**src/rtl/victim_select_pkg.sv**
```systemverilog
// Shared definitions for the victim-selection slice: default cache geometry,
// FSM state encoding and the LFSR feedback tap table.
package victim_select_pkg;

    // Index widths of the default cache geometry (4 ways, 16 sets).
    localparam int CACHE_WAY_IDX = 2;
    localparam int CACHE_SET_IDX = 4;

    typedef enum logic {
        ST_IDLE = 1'b0,
        ST_RESP = 1'b1
    } vs_state_e;

    // Feedback taps for a maximal-length shift-left Fibonacci LFSR.
    // Bit k-1 of the mask corresponds to tap k of the primitive polynomial.
    function automatic logic [31:0] lfsr_taps(input int n);
        logic [31:0] m;
        case (n)
            2:       m = 32'h0000_0003;
            3:       m = 32'h0000_0006;
            4:       m = 32'h0000_000C;
            5:       m = 32'h0000_0014;
            6:       m = 32'h0000_0030;
            7:       m = 32'h0000_0060;
            8:       m = 32'h0000_00B8;
            9:       m = 32'h0000_0110;
            10:      m = 32'h0000_0240;
            default: m = 32'h0000_0003;
        endcase
        return m;
    endfunction

endpackage

```
**src/rtl/victim_select_lfsr.sv**
```systemverilog
// Maximal-length Fibonacci LFSR; never reaches the all-zero state, so its
// output is usable as a non-zero offset. Steps only when i_advance is high.
module victim_select_lfsr
    import victim_select_pkg::*;
#(
    parameter int NUM_BITS = 2
) (
    input  logic                clock,
    input  logic                reset,
    input  logic                i_advance,
    output logic [NUM_BITS-1:0] o_state
);

    localparam logic [NUM_BITS-1:0] TAPS = NUM_BITS'(lfsr_taps(NUM_BITS));

    logic [NUM_BITS-1:0] r_state;
    logic                w_fb;

    assign w_fb    = ^(r_state & TAPS);
    assign o_state = r_state;

    // Seed to 1 on reset, shift in the feedback bit on each advance.
    always_ff @(posedge clock) begin
        if (reset) begin
            r_state <= NUM_BITS'(1);
        end else if (i_advance) begin
            r_state <= {r_state[NUM_BITS-2:0], w_fb};
        end
    end

endmodule

```
**src/rtl/victim_select.sv**
```systemverilog
// Cache victim-way selector: prefers the lowest invalid way of the miss set,
// otherwise picks a not-most-recently-used way using an LFSR offset from MRU.
// Valid bits and MRU pointers are local flops updated by hit/fill/inval.
module victim_select
    import victim_select_pkg::*;
#(
    parameter int NUM_WAYS = 1 << CACHE_WAY_IDX,
    parameter int NUM_SETS = 1 << CACHE_SET_IDX
) (
    input  logic                        clock,
    input  logic                        reset,
    input  logic                        i_access_valid,
    input  logic [$clog2(NUM_SETS)-1:0] i_access_set,
    input  logic [$clog2(NUM_WAYS)-1:0] i_access_way,
    input  logic                        i_victim_req,
    input  logic [$clog2(NUM_SETS)-1:0] i_victim_set,
    output logic                        o_victim_busy,
    output logic                        o_victim_valid,
    output logic [$clog2(NUM_WAYS)-1:0] o_victim_way,
    output logic                        o_victim_evict,
    input  logic                        i_victim_ack,
    input  logic                        i_fill_valid,
    input  logic [$clog2(NUM_SETS)-1:0] i_fill_set,
    input  logic [$clog2(NUM_WAYS)-1:0] i_fill_way,
    input  logic                        i_inval_valid,
    input  logic [$clog2(NUM_SETS)-1:0] i_inval_set,
    input  logic [$clog2(NUM_WAYS)-1:0] i_inval_way
);

    localparam int WAY_W = $clog2(NUM_WAYS);

    logic [NUM_SETS-1:0][NUM_WAYS-1:0] r_valid;
    logic [NUM_SETS-1:0][WAY_W-1:0]    r_mru;

    vs_state_e          r_state;
    vs_state_e          w_state_nxt;
    logic               w_accept;
    logic [WAY_W-1:0]   r_way;
    logic               r_evict;

    logic [NUM_WAYS-1:0] w_set_valid;
    logic [WAY_W-1:0]    w_set_mru;
    logic                w_has_inv;
    logic [WAY_W-1:0]    w_inv_way;
    logic [WAY_W-1:0]    w_nmru;
    logic [WAY_W-1:0]    w_sel_way;

    assign w_set_valid = r_valid[i_victim_set];
    assign w_set_mru   = r_mru[i_victim_set];

    // Lowest-indexed invalid way: scan high to low so the lowest match wins.
    always_comb begin
        w_has_inv = 1'b0;
        w_inv_way = '0;
        for (int w = NUM_WAYS - 1; w >= 0; w--) begin
            if (!w_set_valid[w]) begin
                w_has_inv = 1'b1;
                w_inv_way = WAY_W'(w);
            end
        end
    end

    // NMRU candidate: with two ways the other way; otherwise MRU plus a
    // never-zero LFSR offset, wrapping naturally in WAY_W bits.
    generate
        if (NUM_WAYS > 2) begin : g_lfsr
            logic [WAY_W-1:0] w_offset;
            victim_select_lfsr #(.NUM_BITS(WAY_W)) u_lfsr (
                .clock     (clock),
                .reset     (reset),
                .i_advance (w_accept & ~w_has_inv),
                .o_state   (w_offset)
            );
            assign w_nmru = WAY_W'(w_set_mru + w_offset);
        end else begin : g_two_way
            assign w_nmru = ~w_set_mru;
        end
    endgenerate

    assign w_sel_way = w_has_inv ? w_inv_way : w_nmru;

    // FSM state register.
    always_ff @(posedge clock) begin
        if (reset) r_state <= ST_IDLE;
        else       r_state <= w_state_nxt;
    end

    // FSM next state: accept a request in IDLE, hold the result until ack.
    always_comb begin
        w_state_nxt = r_state;
        w_accept    = 1'b0;
        case (r_state)
            ST_IDLE: begin
                if (i_victim_req) begin
                    w_state_nxt = ST_RESP;
                    w_accept    = 1'b1;
                end
            end
            ST_RESP: begin
                if (i_victim_ack) w_state_nxt = ST_IDLE;
            end
            default: w_state_nxt = ST_IDLE;
        endcase
    end

    // Capture the selection from pre-edge state; held untouched while pending.
    always_ff @(posedge clock) begin
        if (reset) begin
            r_way   <= '0;
            r_evict <= 1'b0;
        end else if (w_accept) begin
            r_way   <= w_sel_way;
            r_evict <= ~w_has_inv;
        end
    end

    // Valid/MRU tracking; later assignments win, so fill beats inval on the
    // valid bit and beats access on the MRU pointer.
    always_ff @(posedge clock) begin
        if (reset) begin
            r_valid <= '0;
            r_mru   <= '0;
        end else begin
            if (i_access_valid) r_mru[i_access_set] <= i_access_way;
            if (i_inval_valid)  r_valid[i_inval_set][i_inval_way] <= 1'b0;
            if (i_fill_valid) begin
                r_valid[i_fill_set][i_fill_way] <= 1'b1;
                r_mru[i_fill_set]               <= i_fill_way;
            end
        end
    end

    assign o_victim_busy  = (r_state != ST_IDLE);
    assign o_victim_valid = (r_state == ST_RESP);
    assign o_victim_way   = r_way;
    assign o_victim_evict = r_evict;

endmodule
```
**config.mk**
```make
export PLATFORM = sky130hd
export DESIGN_NAME = victim_select
export DESIGN_NICKNAME = d
export VERILOG_FILES = /design/src/rtl/victim_select_pkg.sv /design/src/rtl/victim_select_lfsr.sv /design/src/rtl/victim_select.sv
export SDC_FILE = /design/constraint.sdc
export NUM_CORES = 1
export LEC_CHECK = 0
export CAP_MARGIN = 20
export CORE_MARGIN = 2
export CORE_UTILIZATION = 32
export DETAILED_ROUTE_END_ITERATION = 8
export PLACE_DENSITY = 0.6
export SYNTH_ARGS = -nofsm -noshare
export SYNTH_HDL_FRONTEND = slang
export SYNTH_SLANG_ARGS = --single-unit
```
**constraint.sdc**
```tcl
create_clock -name clock -period 3.4 [get_ports clock]
set_input_delay 0.68 -clock clock [delete_from_list [all_inputs] [get_ports clock]]
set_output_delay 0.68 -clock clock [all_outputs]
set_load 0.01 [all_outputs]
```
Word-level counts from Yosys, hierarchy flattened
Cells that the tools add are included.

word-level totals
  flip-flop bits (word level) = 102
  input port bits = 29
  output and inout port bits = 5
  word-level logic and storage cells = 97

cells by class
  add/subtract/negate cells = 1
  $lt $le $gt $ge = 11
  multiplexer cells = 37
  bitwise logic cells = 6
  reduce and logical (&&, ||, !) cells = 6

operator list
  cell                                                        number
  two-way mux 64 bit                                          3
  two-way mux 32 bit                                          3
  bitwise AND 64 bit                                          1
  bitwise mux 32 bit                                          2
  NOT 64 bit                                                  1
  bitwise OR 64 bit                                           1
  demux 4 bit (select 4 bit)                                  2
  less-than comparator 4 x 5 -> 1 bit, second input constant  4
  binary-select mux 4 bit (select 4 bit)                      1
  demux 2 bit (select 4 bit)                                  2
  two-way mux 2 bit                                           8
  >= comparator 4 x 1 -> 1 bit, second input constant         3
  two-way mux 4 bit                                           3
  two-way mux 1 bit                                           9
  binary-select mux 2 bit (select 4 bit)                      1
  less-than comparator 2 x 3 -> 1 bit, second input constant  2
  logical AND 1 bit                                           5
  demux 1 bit (select 2 bit)                                  2
  >= comparator 2 x 1 -> 1 bit, second input constant         2
  adder 2 bit                                                 1
  NOT 1 bit                                                   2
  case mux 1 bit (2 select lines)                             1
  parity 2 bit                                                1
  bitwise AND 1 bit                                           1

Logic depth before layout (Yosys ltp)
  depth in word-level cells = 12
  mapped depth = 8
  depth with buffers taken out = 6

Cells and area by module
A second synthesis with hierarchy kept.

unflattened totals
  cells, all modules = 631
  area total of the unflattened synthesis = 5238.8 um2

by module, submodules not included
  module              times used  cells each  area an instance (um2)  sequential area each (um2)
  victim_select       1           624         5162.5                  2001.9
  victim_select_lfsr  1           7           76.3                    40.0

Worst setup path before layout
Ideal clock, no wire load.

  path kind = input to register
  start point = input port i_victim_set[0]
  end point = register r_way[1], in the netlist o_victim_way[1]
  setup time = 0.095 ns
  arrival = 2.647 ns
  required time = 3.305 ns
  setup slack = 0.658 ns
  stages on the path = 8
  buffers on the path = 2
  path through = buf_6 > buf_4 > mux4_2 > mux4_2 > ha_1 > xor2_1 > xnor2_1 > a221oi_1

between the ends
  cells in the longest elaborated chain, start to end = 7
  elaborated cells on any way between the ends = 14
  classes of those cells = 1 x add/sub; 13 x mux

RTL lines
  element                                                              line                  source
  from (decl)                                                          victim_select.sv:16   input logic [$clog2(NUM_SETS)-1:0] i_victim_set,
  binary-select mux 4 bit (select 4 bit)                               victim_select.sv:48   assign w_set_valid = r_valid[i_victim_set];
  two-way mux 4 bit (implied by the code)                              victim_select.sv:48
  two-way mux 2 bit or two-way mux 1 bit (tied branches) (4 in a row)  victim_select.sv:56   if (!w_set_valid[w]) begin
  two-way mux 2 bit (*)                                                victim_select.sv:80   assign w_sel_way = w_has_inv ? w_inv_way : w_nmru;
  to (signal assigned)                                                 victim_select.sv:112  r_way <= w_sel_way;
  to (decl)                                                            victim_select.sv:38   logic [WAY_W-1:0] r_way;

Every way passes the cells marked *; elsewhere a longest branch is shown, timed or not. The select of a mux whose other input is x is not followed.
A chain may end at the register's enable or synchronous reset.

Worst setup path in the final report
Same ends and word-level chain as after synthesis.

==> out/qor_table.md <==
| Result | Value | Unit |
|---|---|---|
| Sequential-to-total area share from yosys stat | 0.391 | - |
| Cell Count Post-Placement | 832 | - |
| Count of input and output buffers | 33 | - |
| Number of antenna cells inserted | 0 | - |
| Transition time at the pin with the least slew margin | 0.833 | ns |
| Path class of the lowest-slack min-delay path | reg2reg | - |
| Sum Neg Setup Slack | 0 | ns |
| Path type of the worst setup path | in2reg | - |
| Count of TritonRoute iterations in the first routing pass | 6 | - |
| Post-detailed-placement half-perimeter wirelength | 11000 | µm |
| Insertion delay to the later sink of the worst-skew pair | 0.35 | ns |
| # Max-Cap Violations | 0 | - |
| Cell with the most instances after synthesis | dfxtp_1 | - |
| Number of different library cells in the post-synthesis netlist | 39 | - |
| RePlAce Congestion | 0.906 | - |
| Final net count | 657 | - |
| Total core area | 0.0159 | mm² |
| Number of setup buffers added after CTS | 0 | - |
| Resize count post-CTS | 0 | - |
| Shortest clock period the worst path allows after layout | 2.85 | ns |
| Post-route non-filler standard cell count | 847 | - |
| Synth-to-Final Area Change | 16.0 | % |
| Detail-routed net length per standard cell | 18.3 | µm |
| Average instance area after synthesis | 8.53 | µm² |
| Power consumption | 2.59 | mW |
| Design area | 0.00606 | mm² |
| Detailed Route Iter0 Violations | 366 | - |
| TritonCTS Buffers | 9 | - |
| Sort of element at the start of the critical path | input port | - |
| Worst hold-check slack | 0.458 | ns |
| Synth warnings | 0 | - |
| X dimension of the die | 132 | µm |
| Total Wirelength | 15500 | µm |
| First-pass GRT wire length | 25100 | µm |
| Synthesized area | 0.00522 | mm² |
| Post-DR vias/cell | 5.60 | - |
| VDD IR-drop max | 0.244 | mV |
| Worst slack at placement | 0.180 | ns |
| Power density cells | 427 | mW/mm² |
| Sort of element at the end of the critical path | register | - |
| Clock Skews | 0.00684 | ns |
| Post-route clock period utilization | 0.839 | - |
| Worst-path maximum fanout | 14 | - |
| Total of hold buffers inserted after clock tree synthesis | 0 | - |
| Standard cell area after detailed placement | 0.00574 | mm² |
| Cells taking the most area after synthesis | dfxtp_1 39%, mux4_1 7.0%, nand2_1 7.0% | - |
| CTS sink count | 102 | - |
| Synthesized instance count | 612 | - |
| Initial antenna violation count | 0 | - |
| Final core utilization | 0.380 | - |
| Die Y-Extent | 132 | µm |
| Ratio of cells with drive above 1 in the final layout | 0.0666 | - |
| Clock group share of total power | 0.425 | - |
| Maximum buffer depth of the clock tree | 2 | - |
| Overall die area | 0.0174 | mm² |
| Net switching share of the total power | 0.242 | - |
| Pins over their slew limit | 0 | - |
| Overall track demand over capacity in global routing | 0.180 | - |
| Part of the total power dissipated in combinational logic | 0.100 | - |
| Maximum clock frequency | 0.350 | GHz |
| Number of enable-type register cells in the synthesized netlist | 0 | - |
| Required time of the critical path | 3.66 | ns |
| Detail Route Antenna Nets | 0 | - |
| Pin count of the biggest net entering global routing | 51 | - |
| Net Sw Power | 625 | µW |
| Net count after synthesis | 642 | - |
| Cell internal power dissipation | 1.96 | mW |
| Prevailing post-synth register cell | dfxtp_1 | - |
| Number of placed I/O pins | 34 | - |
| Via count | 4746 | - |
| Commonest cells post-synth | 102 x dfxtp_1, 98 x nand2_1, 70 x a21oi_1, 66 x o21ai_0, 62 x nor2_1 | - |
| Clock tree from TritonCTS | done | - |
| Buffer type at the clock tree root | clkbuf_16 | - |
| Cell leakage power | 2.04 | nW |
| Clk pin slew, worst setup/hold paths | 0.07 | ns |
| Number of failing hold endpoints at the final stage | 0 | - |
| RSZ-0062 raised after global routing | no | - |
| Arrival time worst endpoint | 3.11 | ns |
| H-tree Lvls | 3 | - |
| Outcome | complete, no violations | - |
| Row count | 46 | - |
| Final number of setup-violating endpoints | 0 | - |
| Async SR Flop Fraction | 0 | - |
| Sequential fraction of design power | 0.474 | - |
| Vias in the first global route | 4606 | - |
| Seq cells post-synth | 102 | - |
| Initial cell density of the core | 0.327 | - |
| Sum of overflow across all layers after global routing | 0 | - |
| Minimum setup slack in the final design | 0.546 | ns |
| Share of Yosys cell area claimed by the top area cell type | 0.391 | - |
| Detailed-route DRC error count | 0 | - |
| Slew Limit Headroom | 0.443 | - |
| Leading area contributor after synthesis | dfxtp_1 | - |
==> routing by layer <==
metal  share of wire  GRT usage  vias up
li1                -          -     2232
met1            0.43      0.238     2283
met2            0.47      0.294      197
met3           0.072     0.0270       34
met4           0.027     0.0779        0
met5               0          0        -
==> cell usage in the layout (no fill, tap or decap), drive strengths merged, types with 2 or more instances in the layout <==
| cell type | instances |
|---|---|
| dfxtp | 102 |
| nand2 | 98 |
| a21oi | 70 |
| o21ai | 66 |
| nor2 | 62 |
| mux2i | 36 |
| a211oi | 33 |
| clkdlybuf4s50 | 32 |
| mux4 | 24 |
| nand3 | 19 |
| nor2b | 13 |
| buf | 13 |
| clkbuf | 13 |
| nand2b | 8 |
| nand3b | 6 |
| and3 | 4 |
| nor3 | 4 |
| or3 | 3 |
| a22oi | 3 |
| nor3b | 2 |
| or2 | 2 |
| or3b | 2 |
==> flip-flops by register name (all words and copies together) (netlist names) <==
register / count
g_lfsr.u_lfsr.o_state: 2
o_victim_busy: 1
o_victim_evict: 1
o_victim_way: 2
r_mru: 32
r_valid: 64
==> power by group through the flow <==
stage	combinational [mW]	clock [mW]	sequential [mW]
after floorplan	0.154	0	1.25
after global placement	0.253	0	1.25
after detailed placement	0.256	0	1.25
after CTS	0.257	1.11	1.23
after global routing	0.279	1.15	1.23
final	0.259	1.10	1.23
==> cells by family (layout without fill, tap and decap cells) <==
| logic type | Yosys count | in the layout | synth area share |
|---|---|---|---|
| adder cells (fa/ha/maj) | 1 | 1 | 0.00240 |
| flip-flops | 102 | 102 | 0.391 |
| XOR/XNOR | 2 | 2 | 0.00336 |
| multiplexers | 61 | 61 | 0.185 |
| AO/OA/AOI/OAI | 179 | 179 | 0.193 |
| buffers and inverters | 42 | 61 | 0.0352 |
| AND/OR/NAND/NOR | 225 | 225 | 0.190 |
==> worst paths after layout <==
path,from,endpoint,slack (ns),cells past startpoint
hold / removal,o_victim_evict,o_victim_evict,0.46,2
hold reg to reg,o_victim_evict,o_victim_evict,0.46,2
setup reg to reg,r_mru[24],o_victim_way[1],1.30,6
setup / recovery,i_victim_set[0],o_victim_way[1],0.55,8
==> cell type report <==
type                    instances  area (µm²)
multi-input cells             468        2990
inverters                       1        3.75
clock buffers                  13         280
well taps                     216         270
fillers                      1582        9890
repair buffers                 45         428
clock inverters                 2        38.8
flip-flops and latches        102        2040
==> critical path, stage by stage <==
cell	delay [ns]
clkdlybuf4s50_1	0.50
buf_12	0.18
mux4_2	0.52
mux4_2	0.48
ha_1	0.20
xor2_1	0.15
xnor2_1	0.12
a221oi_1	0.25
(Power assumes the default switching activity.)
